$ cat src/rtl/jtframe_dwnld_banks.sv
// jtframe_dwnld_banks: turns the 8-bit ioctl download stream into 16-bit SDRAM
// programming writes over four banks. A byte FIFO decouples ioctl from SDRAM,
// and bytes at or above PROM_START go to a separate PROM strobe port.
// Optional header skip is enabled by defining JTFRAME_DWNLD_HEADER_EN.
module jtframe_dwnld_banks #(
    parameter logic [24:0] BA1_START  = 25'h10_0000,
    parameter logic [24:0] BA2_START  = 25'h18_0000,
    parameter logic [24:0] BA3_START  = 25'h1C_0000,
    parameter logic [24:0] PROM_START = 25'h1F_0000,
    parameter int          SWAB       = 0,
    parameter int          DEPTH      = 4,
    parameter int          HEADER_LEN = 0
) (
    input  logic        clk,
    input  logic        rst_n,
    input  logic        downloading,
    input  logic [24:0] ioctl_addr,
    input  logic [7:0]  ioctl_data,
    input  logic        ioctl_wr,
    output logic [21:0] prog_addr,
    output logic [15:0] prog_data,
    output logic [1:0]  prog_mask,
    output logic [1:0]  prog_ba,
    output logic        prog_we,
    input  logic        prog_rdy,
    output logic        prom_we,
    output logic [15:0] prom_addr,
    output logic [7:0]  prom_data,
    output logic        dwnld_busy,
    output logic        overflow
`ifdef JTFRAME_DWNLD_HEADER_EN
    ,
    output logic        header_we,
    output logic [7:0]  header_addr
`endif
);
    localparam int   AW       = $clog2(DEPTH);
    localparam logic SWAB_BIT = (SWAB != 0);

    typedef struct packed {
        logic [21:0] addr;
        logic [1:0]  mask;
        logic [1:0]  ba;
        logic [7:0]  data;
    } entry_t;

    typedef enum logic [1:0] {
        ST_IDLE = 2'd0,
        ST_WAIT = 2'd1,
        ST_GAP  = 2'd2
    } state_t;

    logic [24:0] eff_addr_s;
    logic [24:0] start_s;
    logic [22:0] off_s;
    logic [15:0] prom_off_s;
    logic [1:0]  ba_s;
    logic [1:0]  mask_s;
    logic        hdr_s;
    logic        prom_s;
    logic        wr_ok_s;
    logic        push_s;
    logic        push_ok_s;
    logic        pop_s;
    logic        full_s;
    logic [AW:0] count_next_s;
    entry_t      new_s;

    entry_t      mem_r [DEPTH];
    logic [AW-1:0] wr_ptr_r;
    logic [AW-1:0] rd_ptr_r;
    logic [AW:0]   count_r;
    state_t        state_r;
    entry_t        cur_r;
    logic          prog_we_r;
    logic          prom_we_r;
    logic [15:0]   prom_addr_r;
    logic [7:0]    prom_data_r;
    logic          busy_r;
    logic          overflow_r;

    // Address decode: header skip, bank selection, offset and byte-lane mask
    always_comb begin
        eff_addr_s = ioctl_addr;
        hdr_s      = 1'b0;
`ifdef JTFRAME_DWNLD_HEADER_EN
        hdr_s      = (ioctl_addr < 25'(HEADER_LEN));
        eff_addr_s = ioctl_addr - 25'(HEADER_LEN);
`endif
        if (eff_addr_s >= BA3_START) begin
            ba_s    = 2'd3;
            start_s = BA3_START;
        end else if (eff_addr_s >= BA2_START) begin
            ba_s    = 2'd2;
            start_s = BA2_START;
        end else if (eff_addr_s >= BA1_START) begin
            ba_s    = 2'd1;
            start_s = BA1_START;
        end else begin
            ba_s    = 2'd0;
            start_s = 25'd0;
        end
        off_s      = 23'(eff_addr_s - start_s);
        prom_off_s = 16'(eff_addr_s - PROM_START);
        mask_s     = (off_s[0] ^ SWAB_BIT) ? 2'b01 : 2'b10;
        prom_s     = (eff_addr_s >= PROM_START);
        new_s      = '{addr: off_s[22:1], mask: mask_s, ba: ba_s, data: ioctl_data};
    end

    // Push/pop qualification; a pop in the same cycle frees a slot for a push
    always_comb begin
        wr_ok_s   = ioctl_wr & downloading & ~hdr_s;
        push_s    = wr_ok_s & ~prom_s;
        pop_s     = (state_r == ST_IDLE) && (count_r != '0);
        full_s    = (count_r == (AW+1)'(DEPTH));
        push_ok_s = push_s & (~full_s | pop_s);
        if (push_ok_s && !pop_s) begin
            count_next_s = count_r + (AW+1)'(1);
        end else if (!push_ok_s && pop_s) begin
            count_next_s = count_r - (AW+1)'(1);
        end else begin
            count_next_s = count_r;
        end
    end

    // Byte FIFO storage, pointers and sticky overflow flag
    always_ff @(posedge clk or negedge rst_n) begin
        if (!rst_n) begin
            for (int i = 0; i < DEPTH; i++) begin
                mem_r[i] <= '0;
            end
            wr_ptr_r   <= '0;
            rd_ptr_r   <= '0;
            count_r    <= '0;
            overflow_r <= 1'b0;
        end else begin
            if (push_ok_s) begin
                mem_r[wr_ptr_r] <= new_s;
                wr_ptr_r        <= wr_ptr_r + AW'(1);
            end
            if (pop_s) begin
                rd_ptr_r <= rd_ptr_r + AW'(1);
            end
            if (push_s && !push_ok_s) begin
                overflow_r <= 1'b1;
            end
            count_r <= count_next_s;
        end
    end

    // SDRAM write FSM: load head, hold until prog_rdy, then one idle gap cycle
    always_ff @(posedge clk or negedge rst_n) begin
        if (!rst_n) begin
            state_r   <= ST_IDLE;
            cur_r     <= '0;
            prog_we_r <= 1'b0;
        end else begin
            case (state_r)
                ST_IDLE: begin
                    if (pop_s) begin
                        cur_r     <= mem_r[rd_ptr_r];
                        prog_we_r <= 1'b1;
                        state_r   <= ST_WAIT;
                    end else begin
                        prog_we_r <= 1'b0;
                    end
                end
                ST_WAIT: begin
                    if (prog_rdy) begin
                        prog_we_r <= 1'b0;
                        state_r   <= ST_GAP;
                    end else begin
                        prog_we_r <= 1'b1;
                    end
                end
                ST_GAP: begin
                    prog_we_r <= 1'b0;
                    state_r   <= ST_IDLE;
                end
                default: begin
                    prog_we_r <= 1'b0;
                    state_r   <= ST_IDLE;
                end
            endcase
        end
    end

    // PROM bypass strobe and busy flag; busy looks at next FIFO/FSM state so
    // it drops in the first idle cycle after the final gap
    always_ff @(posedge clk or negedge rst_n) begin
        if (!rst_n) begin
            prom_we_r   <= 1'b0;
            prom_addr_r <= 16'd0;
            prom_data_r <= 8'd0;
            busy_r      <= 1'b0;
        end else begin
            prom_we_r <= wr_ok_s & prom_s;
            if (wr_ok_s && prom_s) begin
                prom_addr_r <= prom_off_s;
                prom_data_r <= ioctl_data;
            end
            busy_r <= downloading | (count_next_s != '0) | pop_s | (state_r == ST_WAIT);
        end
    end

`ifdef JTFRAME_DWNLD_HEADER_EN
    logic       header_we_r;
    logic [7:0] header_addr_r;

    // Header byte strobe, raw low address byte
    always_ff @(posedge clk or negedge rst_n) begin
        if (!rst_n) begin
            header_we_r   <= 1'b0;
            header_addr_r <= 8'd0;
        end else begin
            header_we_r <= ioctl_wr & downloading & hdr_s;
            if (ioctl_wr && downloading && hdr_s) begin
                header_addr_r <= ioctl_addr[7:0];
            end
        end
    end

    assign header_we   = header_we_r;
    assign header_addr = header_addr_r;
`endif

    assign prog_addr  = cur_r.addr;
    assign prog_data  = {cur_r.data, cur_r.data};
    assign prog_mask  = cur_r.mask;
    assign prog_ba    = cur_r.ba;
    assign prog_we    = prog_we_r;
    assign prom_we    = prom_we_r;
    assign prom_addr  = prom_addr_r;
    assign prom_data  = prom_data_r;
    assign dwnld_busy = busy_r;
    assign overflow   = overflow_r;

endmodule

$ cat config.mk
export PLATFORM = sky130hd
export DESIGN_NAME = jtframe_dwnld_banks
export DESIGN_NICKNAME = d
export VERILOG_FILES = /design/src/rtl/jtframe_dwnld_banks.sv
export SDC_FILE = /design/constraint.sdc
export NUM_CORES = 1
export LEC_CHECK = 0
export CORE_MARGIN = 1
export CORE_UTILIZATION = 25
export CTS_CLUSTER_DIAMETER = 40
export DETAILED_ROUTE_END_ITERATION = 7
export GPL_ROUTABILITY_DRIVEN = 1
export GPL_TIMING_DRIVEN = 0
export SKIP_CTS_REPAIR_TIMING = 1
export SLEW_MARGIN = 30
export SYNTH_ARGS = -nofsm -noshare
export SYNTH_HDL_FRONTEND = slang
export SYNTH_SLANG_ARGS = --single-unit
$ cat constraint.sdc
create_clock -name clk -period 4.55 [get_ports clk]
set_clock_uncertainty 0.15 [all_clocks]
set_input_delay 0.91 -clock clk [delete_from_list [all_inputs] [get_ports clk]]
set_output_delay 0.91 -clock clk [all_outputs]
set_load 0.01 [all_outputs]
### After elaboration in Yosys (flattened, before gate mapping)

Cells that the tools add are included.
W data, S select, Z words.

* bits in registers: 207
* input bits: 38
* output and inout bits: 70
* logic and storage cells: 93

* add/sub/neg operators: 6
* magnitude comparators: 7
* equality and inequality tests: 4
* muxes and demuxes: 21
* bitwise operators: 12
* reduce and logical (&&, ||, !) cells: 13

Operators with widths (count)
* $bwmux W136: 1
* $mux W34: 3
* $ge A25 B21 Y1 const B: 4
* $bmux W34 S2: 1
* $demux W34 S2: 1
* $mux W23: 2
* $sub A23 B23 Y23: 1
* $mux W21: 1
* $sub A16 B1 Y16 const B: 1
* $mux W2: 5
* $ge A3 B3 Y1 const B: 2
* $logic_and A1 B1 Y1: 6
* $mux W3: 2
* $not A2 Y3: 2
* $reduce_bool A3 Y1: 2
* $add A2 B1 Y2 const B: 2
* $and A1 B1 Y1: 4
* $ne A2 B2 Y1 const B: 2
* $or A1 B1 Y1: 4
* $pmux W2 S2: 1
* $reduce_and A2 Y1: 2
* $add A3 B1 Y3 const B: 1
* $eq A3 B3 Y1 const B: 1
* $lt A3 B1 Y1 const B: 1
* 7 further kinds: 11

### Logic depth before layout (Yosys ltp)

Gate-level depths: netlist of the first run.

* depth after elaboration: 12
* mapped depth: 9
* depth with buffers taken out: 8

### Worst setup path after synthesis of the first run

No wires, ideal clock.

* path kind: input to register
* start point: input ioctl_addr[21]
* end point: register mem_r[32] (netlist bit)
* library setup time: 82 ps
* arrival time: 2541 ps
* required time: 4318 ps
* setup slack: 1777 ps
* cell stages on the path: 8
* path buffers: 0
* cell sequence: nor4_4 > nand2_1 > inv_1 > ha_1 > nor2b_1 > o21a_1 > or3_1 > a31oi_1

* word-level cells in the longest chain between the ends: 6
* elaborated cells between the ends (all ways): 12
* those cells by class: 1 x add/sub; 4 x order compare; 4 x mux; 3 x bitwise

RTL lines
* from (decl): line 17 `input logic [24:0] ioctl_addr,`
* $ge A25 B21 Y1: line 96 `end else if (eff_addr_s >= BA1_START) begin`
* $mux W21: line 96
* $mux W23: line 93 `end else if (eff_addr_s >= BA2_START) begin`
* $mux W23: line 90 `if (eff_addr_s >= BA3_START) begin`
* $sub A23 B23 Y23: line 103 `off_s = 23'(eff_addr_s - start_s);`
* $bwmux W136: line 138 `mem_r[wr_ptr_r] <= new_s;`
* to (signal, indexed assignment): line 138
* to (decl): line 69 `entry_t mem_r [DEPTH];`

Parallel ways exist; a longest one is shown, timed or not.
A chain may end at the register's enable or synchronous reset.

### Final worst setup path of the first run

* start point: input ioctl_addr[21]
* end point: register mem_r[66] (netlist bit)

Same word-level chain as after synthesis.

==> flow_summary_export.csv, run 1 <==
group,metric,value,unit
timing,setup_viol,0,
timing,rsz0062_at_grt,"no",
final_layout,multiInputGateArea,3791,um2
timing,period_share,71.96,%
global_route,grt_pass1_vias,5641,
clock_tree,clkLatencyLatePin,0.50,ns
global_route,grt_pass1_wl,33.95,mm
timing,final-hold-violation-count,0,
clock_tree,clkTransAtPathRegs,0.05,ns
routing,routed_via_density,4.359,
power_and_ir_drop,power_frac_seq,34.3,%
critical_path,worstPathCellList,"clkdlybuf4s50_1 -> nor4_4 -> nand2_1 -> inv_1 -> ha_1 -> nor2b_1 -> o21a_1 -> o21ai_0 -> a31oi_1",
critical_path,worstSetupPathType,"primary input to flip-flop",
floorplanning,fp.dieArea,38170,um2
power_and_ir_drop,irDropWorstVdd,0.2567,mV
power_and_ir_drop,p_int,5.144,mW
global_route,busiest_layer,"met2",
outcome,outcome,"complete, no violations",
routing,wl_per_cell,17.91,um
timing,relSlewSlack,44.98,%
final_layout,fillers,3514,
global_route,grt.met2_usage,18.02,%
timing,worst_slew_pin_slew,0.8253,ns
power_and_ir_drop,p_sw_share,28.49,%
synthesis,synth_cell_types,39,
job,cap_violations,0,
routing,drc,0,
critical_path,critPathLaunch,"ioctl_addr[21]",
global_route,grt_max_degree,80,
synthesis,syn_area_per_cell,16.43,um2
global_route,use_met3,2.625,%
critical_path,cpPeakStageDelay,0.52,ns
hold_path,hp-class,"primary input to asynchronous set/reset pin",
routing,ant_nets,0,
critical_path,startpoint_type,"primary input",
critical_path,crit_required,4.75,ns
placed_design,dpl.hpwl,14.13,mm
critical_path,path_max_fanout,7,
final_layout,seq_area,5180,um2
routing,wirelength,21.62,mm
placed_design,dp.cells,1145,
clock_tree,cts.sinks,207,
floorplanning,core,36700,um2
power_and_ir_drop,p_per_area,586.6,nW/um2
floorplanning,io_pins,108,
critical_path,reg2reg_depth,4,
final_layout,stdcell_count,1207,
critical_path,r2r_end,"prog_addr[3]",
power_and_ir_drop,p_sw,2.049,mW
global_route,grt_util_met1,15.77,%
power_and_ir_drop,leakage,5.696,nW
routing,drtPass1Iterations,4,
timing,fmax,305.4,MHz
final_layout,final_net_count,764,
clock_tree,h-tree-depth,2,
floorplanning,dieWidth,195.4,um
placed_design,io_buffers,106,
timing,period_needed,3.274,ns
critical_path,endpoint_kind,"flip-flop",
floorplanning,rows,70,
floorplanning,initial_core_util,25.48,%
final_layout,area_delta_synth_final,31.16,%
global_route,grt_overflow,0,
synthesis,syn_area,9349,um2
synthesis,netlist_instances,569,
synthesis,yosysSeqAreaShare,55.41,%
power_and_ir_drop,power_frac_clock,37.2,%
global_route,grt_usage,11.57,%
final_layout,num_antenna_cells,0,
clock_tree,clk_path_buf_depth,3,
timing,totalNegativeSetupSlack,0,ns
final_layout,final_util,33.41,%
placed_design,place_congestion,0.7882,
floorplanning,fp.dieH,195.4,um
critical_path,slowest_stage,"clkdlybuf4s50_1",
routing,first_iter_violations,196,
clock_tree,cts_tree,"yes",
synthesis,yosys_warnings,0,
critical_path,worstPathArrival,3.47,ns
final_layout,drive_gt1_share,42.49,%
clock_tree,clockRootBuffer,"clkbuf_16",
global_route,antenna_found_initial,0,
critical_path,crit_path_end,"mem_r[66]",
critical_path,timing.rr.start,"rd_ptr_r[1]",
clock_tree,cts_buffers,36,
synthesis,ys_ff_latch,207,
synthesis,syn_nets,618,
critical_path,rrSetupSlack,2.06,ns
routing,num_vias,5261,
power_and_ir_drop,combPwrFrac,28.5,%
timing,final_max_slew_viol_count,0,
timing,whs,0.2343,ns
==> worst min path at each step <==
stage | from | end | slack, ns | cells after the start
3_3_place_gp | prog_mask[1] | prog_mask[1] | 0.32 | 2
6_report | rst_n | mem_r[126] | 0.23 | 1
4_1_cts | rst_n | mem_r[126] | 0.25 | 1
5_1_grt | rst_n | mem_r[126] | 0.27 | 1
2_1_floorplan | mem_r[44] | mem_r[44] | 0.32 | 1
3_5_place_dp | overflow | overflow | 0.32 | 1
==> final cells by class <==
cell class / count / area share (%)
Sequential cell: 207 / 42.24
Multi-Input combinational cell: 308 / 30.92
Timing Repair Buffer: 108 / 9.143
Clock buffer: 45 / 8.204
Tap cell: 468 / 4.775
Buffer: 39 / 2.622
Clock inverter: 17 / 1.633
Inverter: 15 / 0.4592
==> Yosys cell counts, drive strengths merged <==
library cell	instances	area share [%]
a21oi	4	0.21
xnor2	4	0.37
nand3	10	1.1
o21a	1	0.080
o31ai	1	0.080
mux2	182	25
nor2b	2	0.13
nor3	2	0.11
nor4	2	0.29
xor2	3	0.28
o21bai	1	0.080
or3	2	0.13
mux2i	6	0.64
dfrtp	207	55
nand2b	2	0.13
or2	1	0.067
a31oi	12	0.80
buf	32	3.2
nor2	2	0.080
fa	1	0.21
and3	4	0.27
o21ba	1	0.11
o311a	1	0.11
nand2	10	0.40
ha	10	1.3
o2111ai	1	0.094
mux4	34	8.2
inv	15	0.60
o21ai	6	0.32
clkbuf	7	0.28
o2111a	1	0.12
a211oi	2	0.16
==> registers in the layout, summed over array words and instances, names as in the netlist, 2 cells and up <==
signal,count
rd_ptr_r,2
prom_addr,16
state_r,2
prom_data,8
prog_mask,2
prog_data,8
prog_ba,2
wr_ptr_r,2
count_r,3
mem_r,136
prog_addr,22
==> layer usage <==
metal	share of wire, %	routed length (um)	up-vias
met5	0	0	-
met4	2.3	487	0
met3	4.5	974	36
met2	47	10130	112
met1	46	10020	2742
li1	-	-	2371
==> cell usage in the layout (no fill, tap or decap), drive strengths merged <==
cell type      Yosys  layout
nand2             10      10
ha                10      10
o21a               1       1
o2111ai            1       1
o31ai              1       1
inv               15      19
nor2               2       2
or3                2       2
o2111a             1       1
o21ai              6       6
nor4               2       2
o21ba              1       1
o21bai             1       1
fa                 1       1
a31oi             12      12
a21oi              4       4
clkinv             0       8
clkinvlp           0       2
xor2               3       3
mux2             182     182
and3               4       4
buf               32      35
nor3               2       2
clkdlybuf4s50      0     105
nand3             10      10
or2                1       1
dfrtp            207     207
o311a              1       1
mux4              34      34
nor2b              2       2
a211oi             2       2
nand2b             2       2
bufinv             0       3
xnor2              4       4
mux2i              6       6
clkbuf             7      52
==> power groups by stage <==
stage / combinational, mW / sequential [mW] / clock [mW]
final: 2.05 / 2.47 / 2.67
after global routing: 2.23 / 2.52 / 2.83
after CTS: 2.11 / 2.48 / 2.75
after detailed placement: 2.11 / 2.50 / 0
after global placement: 2.07 / 2.49 / 0
after floorplan: 1.15 / 2.53 / 0
==> logic make-up (layout without fill, tap and decap cells) <==
family | after synthesis | count (layout) | synth area share [%]
adder cells (fa/ha/maj) | 11 | 11 | 1.552
AND/OR/NAND/NOR | 37 | 37 | 2.690
buffers and inverters | 54 | 224 | 4.042
XOR/XNOR | 7 | 7 | 0.6558
multiplexers | 222 | 222 | 33.48
AO/OA/AOI/OAI | 31 | 31 | 2.168
flip-flops | 207 | 207 | 55.41
==> metrics by stage <==
| stage | power, mW | cell area, um2 | worst slack [ns] |
|---|---|---|---|
| after floorplan | 3.684 | 9349 | 1.777 |
| after global placement | 4.563 | 11000 | -6.617 |
| after detailed placement | 4.604 | 11060 | 0.8054 |
| after CTS | 7.337 | 12260 | 1.282 |
| after global routing | 7.583 | 12260 | 1.180 |
| final | 7.192 | 12260 | 1.276 |
==> critical path, delay by kind of cell <==
kind	cells	cell delay (ns)
simple gates	3	0.86
fa+ha+maj	1	0.23
compound gates	3	0.80
buf+inv	2	0.67
(Power assumes the default switching activity.)
==> inputs of run 2 (changes only) <==
==> constraint.sdc (replaced) <==
create_clock -name clk -period 3.4 [get_ports clk]
set_clock_uncertainty 0.15 [all_clocks]
set_input_delay 0.68 -clock clk [delete_from_list [all_inputs] [get_ports clk]]
set_output_delay 0.68 -clock clk [all_outputs]
set_load 0.01 [all_outputs]
==> results of run 2 <==
Same layout as run 1 (identical final DEF). Status: complete, no violations.
Main changes from that run: setup slack after placement 0.8054 ns -> -0.1146 ns; setup slack after layout 1.276 ns -> 0.3556 ns; hold slack 0.2343 ns -> 0.004336 ns; register-to-register setup slack 2.06 ns -> 0.91 ns; total power 7.192 mW -> 9.625 mW; worst IR drop on VDD 0.2567 mV -> 0.3435 mV
==> inputs of run 3 (changes only) <==
--- a/config.mk
+++ b/config.mk
@@ -9,7 +9,7 @@
 export CORE_UTILIZATION = 25
 export CTS_CLUSTER_DIAMETER = 40
 export DETAILED_ROUTE_END_ITERATION = 7
-export GPL_ROUTABILITY_DRIVEN = 1
+export GPL_ROUTABILITY_DRIVEN = 0
 export GPL_TIMING_DRIVEN = 0
 export SKIP_CTS_REPAIR_TIMING = 1
 export SLEW_MARGIN = 30
==> results of run 3 <==
Same layout as run 1 (identical final DEF). Status: complete, no violations.
Main changes from that run: setup slack after placement 0.8054 ns -> -0.1146 ns; setup slack after layout 1.276 ns -> 0.3556 ns; hold slack 0.2343 ns -> 0.004336 ns; register-to-register setup slack 2.06 ns -> 0.91 ns; total power 7.192 mW -> 9.625 mW; worst IR drop on VDD 0.2567 mV -> 0.3435 mV
